File: src/rtl/lfsr_stream_ctrl.sv
// lfsr_stream_ctrl: sequences a shared LFSR core and hands one fresh word per grant to two requesters
module lfsr_stream_ctrl #(
    parameter int n    = 4,
    parameter int WARM = 3
) (
    input  logic         clk,
    input  logic         rst,
    input  logic         start,
    input  logic [1:0]   req,
    output logic [n-1:0] rdata,
    output logic [1:0]   rvalid,
    output logic         ready,
    output logic         busy,
    output logic         lfsr_clr,
    output logic         lfsr_ena,
    input  logic [n-1:0] lfsr_random
);
    localparam int CW = (WARM > 0) ? $clog2(WARM + 1) : 1;

    typedef enum logic [2:0] {S_IDLE, S_CLR, S_WARM, S_READY, S_STEP, S_CAPT} state_t;

    state_t         state_q, state_d;
    logic [CW-1:0]  cnt_q, cnt_d;
    logic           win_q, win_d;
    logic           last_q, last_d;
    logic [n-1:0]   rdata_q, rdata_d;
    logic [1:0]     rvalid_q, rvalid_d;
    logic           ready_q, ready_d;
    logic           busy_q, busy_d;

    // next-state, arbitration and capture; status outputs follow the next state so they are registered
    always_comb begin
        state_d  = state_q;
        cnt_d    = cnt_q;
        win_d    = win_q;
        last_d   = last_q;
        rdata_d  = rdata_q;
        rvalid_d = 2'b00;
        case (state_q)
            S_IDLE:  state_d = start ? S_CLR : S_IDLE;
            S_CLR: begin
                state_d = (WARM > 0) ? S_WARM : S_READY;
                cnt_d   = CW'(WARM);
            end
            S_WARM: begin
                cnt_d   = cnt_q - CW'(1);
                state_d = (cnt_q == CW'(1)) ? S_READY : S_WARM;
            end
            S_READY: begin
                if (start) begin
                    state_d = S_CLR;
                end else if (|req) begin
                    win_d   = (req == 2'b11) ? ~last_q : req[1];
                    state_d = S_STEP;
                end
            end
            S_STEP:  state_d = S_CAPT;
            S_CAPT: begin
                rdata_d  = lfsr_random;
                rvalid_d = win_q ? 2'b10 : 2'b01;
                last_d   = win_q;
                state_d  = S_READY;
            end
            default: state_d = S_IDLE;
        endcase
        ready_d = (state_d == S_READY);
        busy_d  = (state_d == S_CLR) || (state_d == S_WARM) || (state_d == S_STEP) || (state_d == S_CAPT);
    end

    // state and registered outputs; last_served resets to 1 so requester 0 wins the first tie
    always_ff @(posedge clk or negedge rst) begin
        if (!rst) begin
            state_q  <= S_IDLE;
            cnt_q    <= '0;
            win_q    <= 1'b0;
            last_q   <= 1'b1;
            rdata_q  <= '0;
            rvalid_q <= 2'b00;
            ready_q  <= 1'b0;
            busy_q   <= 1'b0;
        end else begin
            state_q  <= state_d;
            cnt_q    <= cnt_d;
            win_q    <= win_d;
            last_q   <= last_d;
            rdata_q  <= rdata_d;
            rvalid_q <= rvalid_d;
            ready_q  <= ready_d;
            busy_q   <= busy_d;
        end
    end

    assign lfsr_clr = (state_q == S_CLR);
    assign lfsr_ena = (state_q == S_WARM) || (state_q == S_STEP);
    assign rdata    = rdata_q;
    assign rvalid   = rvalid_q;
    assign ready    = ready_q;
    assign busy     = busy_q;
endmodule
File: config.mk
export PLATFORM = sky130hd
export DESIGN_NAME = lfsr_stream_ctrl
export DESIGN_NICKNAME = d
export VERILOG_FILES = /design/src/rtl/lfsr_stream_ctrl.sv
export SDC_FILE = /design/constraint.sdc
export NUM_CORES = 1
export LEC_CHECK = 0
export CORE_MARGIN = 1.5
export CORE_UTILIZATION = 50
export CTS_CLUSTER_SIZE = 10
export DETAILED_ROUTE_END_ITERATION = 7
export PLACE_DENSITY = 0.8
export SETUP_SLACK_MARGIN = 0.05
export SLEW_MARGIN = 15
export SYNTH_ARGS = -nofsm -noshare
export SYNTH_HDL_FRONTEND = slang
export SYNTH_SLANG_ARGS = --single-unit
File: constraint.sdc
create_clock -name clk -period 3.45 [get_ports clk]
set_input_delay 0.69 -clock clk [delete_from_list [all_inputs] [get_ports clk]]
set_output_delay 0.69 -clock clk [all_outputs]
set_load 0.02 [all_outputs]
==> reports/metrics.csv <==
stage,metric,value,unit
run_status,status,finished clean,
timing,hold_viol,0,
synthesis,ys_ff_latch,15,
power,ir_worst_vdd,0.482,mV
synthesis,yosysWarningCount,0,
worst_setup_path,crit_path_end_kind,output pin,
timing,timing.setup.tns,0,ns
floorplan,rows,13,
clock_tree,clk_latency,0.29,ns
final_layout,syn2layout_area_growth,26.4,%
floorplan,coreArea,1350,um^2
synthesis,synth_area_per_cell,12.0,um^2
global_route,met3_usage,5.22,%
placement,dp_cells,93,
floorplan,floorplan.initialDensity,55.8,%
synthesis,netlist_area,753,um^2
placement,post-place-ws,1.14,ns
synthesis,ys_seq_area_share,50.0,%
synthesis,ys_types,28,
global_route,overflow,0,
timing,worst_pin_slew,0.645,ns
clock_tree,cts-root-buf,clkbuf_4,
final_layout,drive_gt1_share,17.1,%
floorplan,ios,19,
final_layout,final_util,70.5,%
drt,vias_per_cell,5.75,
floorplan,fp.dieW,41.8,um
worst_setup_path,crit_path_start_kind,flop,
final_layout,multi_input_area,339,um^2
synthesis,syn_inst,63,
placement,port_buffers,18,
clock_tree,htree_levels,1,
timing,fin_crit,2.65,ns
power,power_density,869,nW/um^2
worst_setup_path,cp.arrival,1.96,ns
drt,vias,558,
timing,slew_violations,0,
drt,drc,0,
run,cap_violations,0,
final_layout,num-fill-cells,95,
clock_tree,ctsHoldBuffers,0,
timing,maxSlewHeadroom,56.9,%
drt,wl,1.47,mm
timing,finalSetupViolCount,0,
floorplan,die_area,1750,um^2
clock_tree,cts_resized,0,
final_layout,seqCellArea,377,um^2
drt,drt_iter0_drc,6,
timing,rsz0062_at_grt,false,
global_route,grt_start_max_net_pins,17,
placement,hpwl,1.05,mm
global_route,use_met1,21.2,%
final_layout,fin_nets,93,
global_route,grt_pass1_vias,541,
global_route,busiest_layer,met2,
final_layout,antenna_cells,0,
worst_setup_path,path_max_fanout,12,
clock_tree,cts_buffer_depth,2,
floorplan,die_h,41.8,um
clock_tree,postCtsSetupBuffers,0,
clock_tree,cts_buffers,3,
drt,ant_nets,0,
clock_tree,cts_tree,yes,
global_route,antenna_found_initial,0,
power,power.leakage,0.415,nW
global_route,use_met2,30.9,%
synthesis,synth_nets,73,
timing,layout_setup_ws,0.800,ns
drt,routedWlPerCell,15.2,um
timing,fmax,0.377,GHz
clock_tree,tritoncts_num_sinks,15,
timing,fin_skew,0.00852,ns
timing,period_share,76.8,%
timing,whs,0.502,ns
global_route,grt.total_usage,18.2,%
final_layout,final-instance-count-excl-fill,97,
worst_setup_path,crit_type,reg2out,
hold_path,min_path_type,reg2reg,
drt,drtPass1Iterations,4,
placement,gp_congestion,0.711,
global_route,grt_pass1_wl,2.39,mm
worst_setup_path,cp.required,2.76,ns
clock_tree,clk_pin_slew_worst_paths,0.10,ns
path summary, 6_finish.rpt:
kind,from,end,slack [ns],cells past startpoint
max,state_q[2],lfsr_ena,0.80,3
max reg2reg,state_q[1],rdata[0],2.04,2
max in group asynchronous,rst,rdata[2],2.24,1
min reg2reg,win_q,rvalid[0],0.50,1
min,win_q,rvalid[0],0.50,1
min in group asynchronous,rst,busy,0.79,1
routing by layer:
metal / share of wire, % / vias to the layer above / wire, um
met1: 43 / 266 / 633
met5: 0 / - / 0
met3: 5.8 / 4 / 85
li1: - / 267 / -
met4: 1.4 / 0 / 21
met2: 50 / 21 / 731
layout make-up:
class                           count  area share [%]
Clock buffer                        4            2.76
Inverter                            3            1.18
Multi-Input combinational cell     42            35.6
Sequential cell                    15            39.6
Tap cell                           15            1.97
Timing Repair Buffer               18            18.9
power by group:
part	total, mW	internal, mW	switching (mW)
registers	0.343	0.248	0.0958
logic	0.381	0.214	0.167
clock network	0.103	0.0449	0.0577
total	0.827	0.506	0.321
through the flow:
stage	area, um^2	power (mW)
3_3_place_gp	926	0.705
2_1_floorplan	753	0.596
4_1_cts	952	0.834
5_1_grt	952	0.878
3_5_place_dp	926	0.730
6_report	952	0.827
cell usage after synthesis, drive strengths merged:
cell / n / share of area, %
nand4bb: 1 / 2.2
buf: 3 / 3.5
nand3b: 1 / 2.7
or2b: 2 / 2.0
nor2: 5 / 2.5
and2b: 2 / 2.0
ha: 1 / 1.7
a221oi: 1 / 2.0
o21bai: 1 / 1.0
a211o: 1 / 1.2
mux2: 5 / 7.5
nand4b: 1 / 1.2
o211a: 1 / 1.3
o31a: 1 / 1.2
inv: 3 / 1.5
nand2b: 1 / 1.2
nand2: 1 / 0.50
o21ai: 6 / 4.0
nor4b: 1 / 1.2
a21oi: 3 / 2.0
nor3: 2 / 1.3
o32ai: 1 / 2.2
a21o: 1 / 1.0
o22a: 3 / 3.5
dfstp: 1 / 3.5
dfrtp: 14 / 47
registers in the layout, indices dropped and copies added (netlist names):
register / flops
win_q: 1
rvalid: 2
last_q: 1
cnt_q: 2
state_q: 3
ready: 1
busy: 1
rdata: 4
worst max-delay path, cell delays in order (launching register included):
cell	delay [ns]
dfrtp_1	0.60
or2b_1	0.27
a21oi_1	0.17
clkdlybuf4s50_1	0.63
cells by family after synthesis:
kind of cell | count (synthesis) | share of synthesized area, %
compound gates | 19 | 19.3
simple gates | 17 | 16.6
flops | 15 | 50.0
buf+inv | 6 | 4.98
mux | 5 | 7.47
fa+ha+maj | 1 | 1.66
placed cells by master (no fill, tap or decap), types with 2 or more instances in the layout:
cell	synthesis	routed
and2b_1	2	2
inv_1	3	3
mux2_2	5	5
a21oi_1	3	3
o21ai_0	5	5
nor3_1	2	2
clkdlybuf4s50_1	0	18
o22a_1	3	3
or2b_1	2	2
clkbuf_4	0	3
nor2_1	5	5
dfrtp_1	14	14
No activity file was read; power rests on OpenSTA's default activity.
